File: src/rtl/tap_imem_loader.sv
// JTAG-side loader for the instruction-memory BRAM. It runs entirely in the TCK domain, shifts in
// an address or a data word, and issues one-cycle writes with an auto-incrementing address.
// Optional running checksum of written words: define TAP_IMEM_CHKSUM_EN.
module tap_imem_loader #(
  parameter int unsigned DATA_W   = 32,
  parameter int unsigned ADDR_W   = 10,
  parameter int unsigned MEMDEPTH = 1024
) (
  input  logic              tck_i,
  input  logic              trst_ni,
  input  logic              sel_addr_i,
  input  logic              sel_data_i,
  input  logic              capture_dr_i,
  input  logic              shift_dr_i,
  input  logic              update_dr_i,
  input  logic              tdi_i,
  output logic              tdo_o,
  output logic [ADDR_W-1:0] loadAddr_o,
  output logic [DATA_W-1:0] loadData_o,
  output logic              wEn_o,
  output logic              overflow_o,
  output logic              err_o
`ifdef TAP_IMEM_CHKSUM_EN
  ,
  output logic [DATA_W-1:0] checksum_o
`endif
);

  localparam int unsigned CNT_W = $clog2(DATA_W + 1);

  localparam logic [0:0] ST_IDLE  = 1'b0;
  localparam logic [0:0] ST_WRITE = 1'b1;

  logic [0:0]        r_state;
  logic [DATA_W-1:0] r_sr;
  logic [CNT_W-1:0]  r_cnt;
  logic [ADDR_W-1:0] r_addr;
  logic [ADDR_W-1:0] r_load_addr;
  logic [DATA_W-1:0] r_load_data;
  logic              r_wen;
  logic              r_ovf;
  logic              r_err;

  logic [0:0]        w_state_nxt;
  logic [DATA_W-1:0] w_sr_nxt;
  logic [CNT_W-1:0]  w_cnt_nxt;
  logic [ADDR_W-1:0] w_addr_nxt;
  logic [ADDR_W-1:0] w_load_addr_nxt;
  logic [DATA_W-1:0] w_load_data_nxt;
  logic              w_wen_nxt;
  logic              w_ovf_nxt;
  logic              w_err_nxt;

  logic              w_dr_active;
  logic [DATA_W-1:0] w_cap_addr;
  logic [DATA_W-1:0] w_cap_data;

`ifdef TAP_IMEM_CHKSUM_EN
  logic [DATA_W-1:0] r_chk;
  logic [DATA_W-1:0] w_chk_nxt;
  assign w_cap_data = r_chk;
  assign checksum_o = r_chk;
`else
  assign w_cap_data = r_load_data;
`endif

  assign w_dr_active = sel_addr_i | sel_data_i;

  // Address-register readback word: status flags in the two top bits
  always_comb begin
    w_cap_addr             = '0;
    w_cap_addr[ADDR_W-1:0] = r_addr;
    w_cap_addr[DATA_W-1]   = r_ovf;
    w_cap_addr[DATA_W-2]   = r_err;
  end

  always_ff @(posedge tck_i or negedge trst_ni) begin
    if (!trst_ni) begin
      r_state     <= ST_IDLE;
      r_sr        <= '0;
      r_cnt       <= '0;
      r_addr      <= '0;
      r_load_addr <= '0;
      r_load_data <= '0;
      r_wen       <= 1'b0;
      r_ovf       <= 1'b0;
      r_err       <= 1'b0;
`ifdef TAP_IMEM_CHKSUM_EN
      r_chk       <= '0;
`endif
    end else begin
      r_state     <= w_state_nxt;
      r_sr        <= w_sr_nxt;
      r_cnt       <= w_cnt_nxt;
      r_addr      <= w_addr_nxt;
      r_load_addr <= w_load_addr_nxt;
      r_load_data <= w_load_data_nxt;
      r_wen       <= w_wen_nxt;
      r_ovf       <= w_ovf_nxt;
      r_err       <= w_err_nxt;
`ifdef TAP_IMEM_CHKSUM_EN
      r_chk       <= w_chk_nxt;
`endif
    end
  end

  // Next state: capture > update > shift; sel_addr wins over sel_data
  always_comb begin
    w_state_nxt     = r_state;
    w_sr_nxt        = r_sr;
    w_cnt_nxt       = r_cnt;
    w_addr_nxt      = r_addr;
    w_load_addr_nxt = r_load_addr;
    w_load_data_nxt = r_load_data;
    w_wen_nxt       = 1'b0;
    w_ovf_nxt       = r_ovf;
    w_err_nxt       = r_err;
`ifdef TAP_IMEM_CHKSUM_EN
    w_chk_nxt       = r_chk;
`endif

    if (w_dr_active) begin
      if (capture_dr_i) begin
        w_sr_nxt  = sel_addr_i ? w_cap_addr : w_cap_data;
        w_cnt_nxt = '0;
      end else if (update_dr_i) begin
        // Updates landing while a write is in flight are dropped
        if (r_state == ST_IDLE) begin
          if (sel_addr_i) begin
            w_addr_nxt = r_sr[DATA_W-1 -: ADDR_W];
            w_ovf_nxt  = 1'b0;
            w_err_nxt  = 1'b0;
`ifdef TAP_IMEM_CHKSUM_EN
            w_chk_nxt  = '0;
`endif
          end else if (r_cnt < CNT_W'(DATA_W)) begin
            w_err_nxt = 1'b1;
          end else if (!r_ovf) begin
            w_state_nxt     = ST_WRITE;
            w_wen_nxt       = 1'b1;
            w_load_addr_nxt = r_addr;
            w_load_data_nxt = r_sr;
          end
        end
      end else if (shift_dr_i) begin
        w_sr_nxt = {tdi_i, r_sr[DATA_W-1:1]};
        if (r_cnt != CNT_W'(DATA_W)) begin
          w_cnt_nxt = r_cnt + CNT_W'(1);
        end
      end
    end

    // Leaving WRITE: advance the address, lock writes once it wraps
    if (r_state == ST_WRITE) begin
      w_state_nxt = ST_IDLE;
      if (r_addr == ADDR_W'(MEMDEPTH - 1)) begin
        w_addr_nxt = '0;
        w_ovf_nxt  = 1'b1;
      end else begin
        w_addr_nxt = r_addr + ADDR_W'(1);
      end
`ifdef TAP_IMEM_CHKSUM_EN
      w_chk_nxt = r_chk + r_load_data;
`endif
    end
  end

  assign tdo_o      = r_sr[0];
  assign loadAddr_o = r_load_addr;
  assign loadData_o = r_load_data;
  assign wEn_o      = r_wen;
  assign overflow_o = r_ovf;
  assign err_o      = r_err;

endmodule

File: config.mk
export PLATFORM = sky130hd
export DESIGN_NAME = tap_imem_loader
export DESIGN_NICKNAME = d
export VERILOG_FILES = /design/src/rtl/tap_imem_loader.sv
export SDC_FILE = /design/constraint.sdc
export NUM_CORES = 1
export LEC_CHECK = 0
export CAP_MARGIN = 20
export CORE_MARGIN = 4
export CORE_UTILIZATION = 58
export CTS_BUF_LIST = sky130_fd_sc_hd__clkbuf_4 sky130_fd_sc_hd__clkbuf_8
export DETAILED_ROUTE_END_ITERATION = 12
export GPL_ROUTABILITY_DRIVEN = 0
export PLACE_DENSITY = 0.83
export SKIP_CTS_REPAIR_TIMING = 1
export SKIP_LAST_GASP = 1
export SLEW_MARGIN = 30
export SYNTH_ARGS = -nofsm -noshare
export SYNTH_HDL_FRONTEND = slang
export SYNTH_SLANG_ARGS = --single-unit
File: constraint.sdc
create_clock -name tck_i -period 1.9 [get_ports tck_i]
set_input_delay 0.19 -clock tck_i [delete_from_list [all_inputs] [get_ports tck_i]]
set_output_delay 0.19 -clock tck_i [all_outputs]
set_load 0.05 [all_outputs]
==> Word-level counts from Yosys, hierarchy flattened <==
Cells that the tools add are included.
{ "totals": {"output_inout_bits": 46, "register_bits": 94, "wordCells": 67} }
{ "classes": {"n_addsub": 2, "n_mux": 34, "order_cmp": 1, "n_reduce_logical": 11, "n_eq_ne": 4, "n_bitwise": 6} }
{ "op_table": {"columns": ["cell", "count"], "rows": [
  ["32-bit two-way mux", 4],
  ["10-bit two-way mux", 6],
  ["6-bit two-way mux", 4],
  ["1-bit two-way mux", 20],
  ["2-bit nonzero test", 6],
  ["10-bit by 1-bit adder with 10-bit output, second input constant", 1],
  ["10-bit equality test, second input constant", 1],
  ["4-bit AND reduction", 2],
  ["7-bit AND reduction", 1],
  ["6-bit by 1-bit adder with 6-bit output, second input constant", 1],
  ["6-bit < comparator, second input constant", 1],
  ["6-bit != test, second input constant", 1],
  ["1-bit NOT", 5],
  ["5-bit AND reduction", 1],
  ["3-bit AND reduction", 1],
  ["2-bit by 1-bit != test with 1-bit output, second input constant", 1],
  ["2-bit != test, second input constant", 1],
  ["1-bit OR", 1]
]} }

==> Depth between registers and ports, before layout <==
Gate-level depths: netlist (run 1).
{ "depth": {"ltp_word": 7, "depth_mapped": 6} }

==> Worst setup path before layout (run 1) <==
OpenSTA, ideal clock, no wires.
{ "synth_timing": {"path_kind": "register -> register", "startpoint": "register r_ovf, in the netlist overflow_o", "endpoint": "register r_load_addr[0], in the netlist loadAddr_o[0]", "path_buffers": 1, "stages_incl_launch_ff": 5, "t_required_ns": 1.775, "path_slack_ns": 0.278, "t_arrival_ns": 1.497, "path_cell_list": "dfrtp_1 -> nor2_1 -> nand4_4 -> buf_6 -> mux2_4"} }
{ "synth_between": {"elab_chain_cells": 2} }
{ "synth_lines": {"columns": ["element", "line_no", "rtl"], "rows": [
  ["start, declared", "41", "logic r_ovf;"],
  ["start signal, assigned", "99", "r_ovf <= w_ovf_nxt;"],
  ["1-bit NOT (no line)", null, null],
  ["7-bit AND reduction (no line)", null, null],
  ["end signal, assigned", "96", "r_load_addr <= w_load_addr_nxt;"],
  ["end, declared", "38", "logic [ADDR_W-1:0] r_load_addr;"]
]} }
Every way passes these cells.
A chain may end at the register's enable or synchronous reset.

==> Worst setup path in the final report (run 1) <==
{ "layout_timing": {"startpoint": "register r_ovf, in the netlist overflow_o", "endpoint": "output overflow_o"} }
{ "layout_rtl": {"columns": ["element", "line_no", "rtl"], "rows": [
  ["end, declared", "21", "output logic overflow_o,"]
]} }
No word-level cell between the ends.

==> metrics, run 1 <==
status complete, no violations; CTS buffer count 9; Syn Std Cell Area 0.00441 mm^2; highest layer used for signal routing met4; first-pass GRT wire length 16.4 mm; mux contribution to synthesized area 17.7%; largest net degree at the start of global routing 95; total track usage 23.3%; kind of critical path reg2out; routed len/inst 17.8 um; CP top delay family buffers and inverters; CP required 1.71 ns; cell taking the most area after synthesis dfrtp_1; critical path fanouts, max 4; FILL cells 465; CTS tree done; initial antenna violation count 0; Final HPWL DP 6.27 mm; Final WS setup 0.104 ns; later-pin clock latency in the skew report 0.36 ns; I/O Buffers 53; Vias 3243; Post-Syn Nets 396; final setup TNS 0 ns; Leakage Power 0.00257 uW; max-cap check violation count 0; root buf cell clkbuf_8; # diodes 0; Worst Tran Pin Value 0.832 ns; pre-CTS setup slack -0.151 ns; Initial Util 60.1%; first-pass detailed-route iteration total 5; Max clock buf depth 2; minimum clock period 1.80 ns; core box area 0.00733 mm^2; number of synthesis warnings 0; vias in the first global route 3201; Met1 Wirelength 4.29 mm; Final setup viols 0; layout cells sized above 1 18.9%; Rows 31; Avg Inst Size Synth 11.5 um^2; Yosys reg bits 94; H-tree lvl count 3; RSZ-0062 raised after global routing no; crit path buf inv count 1; met2 routed wirelength 4.66 mm; Routed Wire Length 9.77 mm; Peak Freq 0.557 GHz; 1st-iter DRT viols 223; DR vias/cell 5.91; crit path max-delay cell type clkdlybuf4s50_1; post-layout util 73.6%; Nets 456; CP endpoint kind output pin; post-synthesis xor/xnor area fraction 0.397%; Die Height 95.2 um; instance count of the mapped netlist 385; DRT antenna net count 0; worst hold path type in2async; CTS Sinks 94; Worst Skew 0.0105 ns; crit share post-route 94.5%; Synth Area in Adders 0.851%; Simple-Gate Fraction of Synth Area 9.68%; Pins Over Slew Limit 0; top cell type's share of synthesized area 53.3%; Power Density 1380 mW/mm^2; count of different cell masters after synthesis 42; Worst path max stage delay 0.83 ns; final hold vios 0; # DRC 0; Synth-to-Final Area Change 22.3%; Setup crit start kind flop; Worst Path Arrival 1.61 ns; Max IR drop VDD 0.000759 V; Cell Chain, Critical Path clkdlybuf4s50_1; die width 95.2 um; Rel. slew slack 44.5%; Seq/Total Area, Yosys 53.3%; DIE AREA 0.00906 mm^2; largest family of logic cells by synthesized area multiplexers; IO Pins 54; synth top area cells dfrtp_1, mux2_4, o21ai_0; Compound-Gate Fraction of Synth Area 13.3%; total grt overflow 0; CTS clk-pin slew, worst paths 0.09 ns; met3 routed WL 628 um
==> Yosys cell counts (all sizes together) <==
cell type	count
a21oi	25
xnor2	1
o22ai	6
nor4	2
xor2	1
or2	2
a21o	1
a311oi	1
nand3b	1
buf	14
nand2	46
and4	3
and3	1
mux2i	16
nor3b	1
a22oi	2
nand4	2
nor2b	7
ha	3
o41ai	2
nor3	3
o21a	2
and2	2
nand3	5
a31o	1
o21ai	39
clkinv	1
a211oi	1
a221oi	16
a31oi	1
inv	20
nand2b	1
nor2	10
clkbuf	9
mux2	43
dfrtp	94
==> layout by cell type, fill, tap and decap left out, types with 11 or more instances in the layout <==
cell,instances
dfrtp_1,94
nand2_1,46
a221oi_1,16
mux2i_1,16
mux2_4,36
clkbuf_8,11
clkdlybuf4s50_1,52
a21oi_1,25
inv_1,20
buf_4,15
o21ai_0,39
==> layer usage <==
metal,track usage (%),vias to the layer above
li1,-,1478
met1,33.4,1612
met2,36.0,133
met3,3.95,20
met4,8.29,0
met5,0,-
==> stage by stage <==
| step | cell area, um^2 | instances | power, uW | hold slack [ns] |
|---|---|---|---|---|
| floorplan | 4410 | 385 | 4820 | -0.106 |
| global placement | 5130 | 532 | 5720 | 0.280 |
| detailed placement | 5130 | 532 | 5800 | 0.280 |
| CTS | 5380 | 548 | 7460 | -0.103 |
| global route | 5390 | 549 | 7780 | 0.472 |
| finish | 5390 | 549 | 7440 | 0.418 |
==> tightest hold or removal path, cell delays in order <==
cell and delay (ns):
dlygate4sd3_1 0.53, buf_4 0.12, buf_12 0.37
==> state kept, by name (all words and copies together), names as in the netlist <==
name	cells
err_o	1
loadAddr_o	10
loadData_o	32
overflow_o	1
r_addr	10
r_cnt	6
r_sr	32
r_state	1
wEn_o	1
==> kinds of logic after synthesis <==
family | after synthesis
XOR/XNOR | 2
AND/OR/NAND/NOR | 86
adder cells (fa/ha/maj) | 3
AO/OA/AOI/OAI | 97
flip-flops | 94
buffers and inverters | 44
multiplexers | 59
==> report_power, final <==
group	switching [uW]	internal, uW
Clock	699	946
Combinational	1650	1140
Sequential	508	2500
Total	2860	4590
==> final cells by class <==
class | instances | area, um^2 | share of cell area, %
sequential | 94 | 2350 | 43.6
multi-input combinational | 247 | 1860 | 34.5
timing repair buffer | 72 | 723 | 13.4
clock buffer | 11 | 151 | 2.81
tap | 99 | 124 | 2.30
clock inverter | 5 | 105 | 1.95
inverter | 21 | 78.8 | 1.46
==> path summary, 6_finish.rpt <==
kind                                       to  startpoint  slack (ns)  cells after the start
worst max-delay path               overflow_o  overflow_o        0.10                      1
worst min-delay path            loadAddr_o[1]     trst_ni        0.42                      3
worst max register to register      r_addr[6]   r_addr[1]        0.16                      5
worst min register to register        r_sr[5]     r_sr[5]        0.51                      2
max in group asynchronous            r_sr[11]     trst_ni        1.10                      3
min in group tck_i                   r_sr[31]       tdi_i        0.49                      3
Note: power is estimated with default switching activity, not from simulation.
==> inputs of run 2 (changes only) <==
--- a/config.mk
+++ b/config.mk
@@ -9,6 +9,7 @@
 export CORE_MARGIN = 4
 export CORE_UTILIZATION = 58
 export CTS_BUF_LIST = sky130_fd_sc_hd__clkbuf_4 sky130_fd_sc_hd__clkbuf_8
+export CTS_CLUSTER_DIAMETER = 50
 export DETAILED_ROUTE_END_ITERATION = 12
 export GPL_ROUTABILITY_DRIVEN = 0
 export PLACE_DENSITY = 0.83
==> results of run 2 <==
No change in the layout: final DEF, timing and power equal those of run 1.
==> inputs of run 3 (changes only) <==
--- a/config.mk
+++ b/config.mk
@@ -7,12 +7,11 @@
 export LEC_CHECK = 0
 export CAP_MARGIN = 20
 export CORE_MARGIN = 4
-export CORE_UTILIZATION = 58
+export CORE_UTILIZATION = 30
 export CTS_BUF_LIST = sky130_fd_sc_hd__clkbuf_4 sky130_fd_sc_hd__clkbuf_8
 export CTS_CLUSTER_DIAMETER = 50
 export DETAILED_ROUTE_END_ITERATION = 12
 export GPL_ROUTABILITY_DRIVEN = 0
-export PLACE_DENSITY = 0.83
 export SKIP_CTS_REPAIR_TIMING = 1
 export SKIP_LAST_GASP = 1
 export SLEW_MARGIN = 30
==> run 3 against run 2 <==
Effect of this change:
- combinational power fell by 1%
- clock-buffer cell count is 1 higher
- clock power is 28% lower
- largest power group unchanged
- sequential share of layout area shrank 0.081 points
- wire length rose by 2.5%
- final cell count up 16%
- critical path type unchanged
==> metrics, run 3 (synthesis results as in run 1) <==
met3 routed WL 374 um; kind of critical path reg2out; most common cell after layout, fill and taps aside dfrtp_1; initial antenna violation count 0; Worst Tran Pin Value 0.832 ns; layout cells sized above 1 19.1%; largest net degree at the start of global routing 44; Final setup viols 0; CP required 1.71 ns; crit share post-route 94.7%; met2 routed wirelength 4.54 mm; CP endpoint kind output pin; I/O Buffers 53; Worst Path Arrival 1.61 ns; Routed Wire Length 10.0 mm; commonest non-fill, non-tap cells in the layout dfrtp_1, clkdlybuf4s50_1, nand2_1; IO Pins 54; Vias 3126; root buf cell clkbuf_8; core box area 0.0145 mm^2; DRT antenna net count 0; 1st-iter DRT viols 192; H-tree lvl count 3; routed len/inst 15.8 um; Peak Freq 0.556 GHz; crit path max-delay cell type clkdlybuf4s50_1; final hold vios 0; DR vias/cell 4.92; first-pass GRT wire length 16.7 mm; Synth-to-Final Area Change 22.6%; die width 129 um; later-pin clock latency in the skew report 0.36 ns; Final HPWL DP 7.00 mm; first-pass detailed-route iteration total 4; total grt overflow 0; r2r startpoint r_addr[1]; CTS tree done; Die Height 129 um; # DRC 0; Cell Chain, Critical Path clkdlybuf4s50_1; Worst path max stage delay 0.83 ns; pre-CTS setup slack -0.178 ns; CP startpoint overflow_o; highest layer used for signal routing met4; crit path buf inv count 1; total track usage 12.4%; Max clock buf depth 2; CTS buffer count 9; Nets 459; # diodes 0; Power Density 1280 mW/mm^2; Setup crit start kind flop; placed cells 620; Crit Reg-Reg Endpoint r_addr[6]; Rel. slew slack 44.4%; CTS Sinks 94; Met1 Wirelength 4.94 mm; CTS clk-pin slew, worst paths 0.09 ns; Final WS setup 0.101 ns; DIE AREA 0.0167 mm^2; Pins Over Slew Limit 0; Max IR drop VDD 0.000699 V; Worst Skew 0.0104 ns; worst reg-to-reg path cell count 5; RSZ-0062 raised after global routing no; worst hold path type in2async; Rows 44; critical path fanouts, max 4; Initial Util 30.5%; minimum clock period 1.80 ns; Leakage Power 0.00254 uW; non-filler cells, final 635; max-cap check violation count 0; CP top delay family buffers and inverters; vias in the first global route 3164; status complete, no violations; reg2reg setup slack 0.26 ns
-- run 3: cell types whose count changed in the layout (fill, tap and decap cells not counted), moves of 2 or more --
cell        before  now
buf_12           4    2
clkinv_2         0    2
bufinv_16        3    0
buf_4           15   20
clkinvlp_4       2    0
clkbuf_4         0    2
-- run 3: cell type report --
| class | count | area [um^2] |
|---|---|---|
| inverter | 21 | 78.8 |
| multi-input combinational | 247 | 1860 |
| clock buffer | 12 | 153 |
| timing repair buffer | 75 | 721 |
| tap | 184 | 230 |
| clock inverter | 2 | 10.0 |
| sequential | 94 | 2350 |
| fill | 1414 | 9070 |
-- run 3: worst max path at each step --
| stage | cells after the start | endpoint | slack [ns] |
|---|---|---|---|
| after floorplan | 4 | loadAddr_o[0] | 0.28 |
| after global placement | 5 | r_sr[13] | -0.06 |
| after detailed placement | 5 | r_sr[15] | -0.18 |
| after CTS | 1 | overflow_o | 0.07 |
| after global routing | 5 | r_sr[16] | 0.03 |
| final | 1 | overflow_o | 0.10 |
-- run 3: power by group --
group | switching, uW | leakage (uW) | internal [uW]
combinational | 1610 | 0.00123 | 1130
sequential | 503 | 0.00123 | 2500
clock | 652 | 0.0000889 | 524
total | 2770 | 0.00254 | 4160
-- run 3: metal layers --
metal,track usage [%],up-vias
li1,-,1490
met1,18.1,1556
met2,18.5,68
met3,2.39,12
met4,4.14,0
met5,0,-
-- run 3: metrics by stage --
step                cell area (um^2)  utilization, %  total power [uW]  hold WS, ns  setup TNS, ns
floorplan                       4410               -              4820       -0.106              0
global placement                5230            36.1              5770        0.113         -0.939
detailed placement              5230            36.1              5810        0.123          -2.77
CTS                             5390            37.3              7010       -0.270              0
global route                    5400            37.3              7310        0.336              0
finish                          5400            37.3              6930        0.301              0
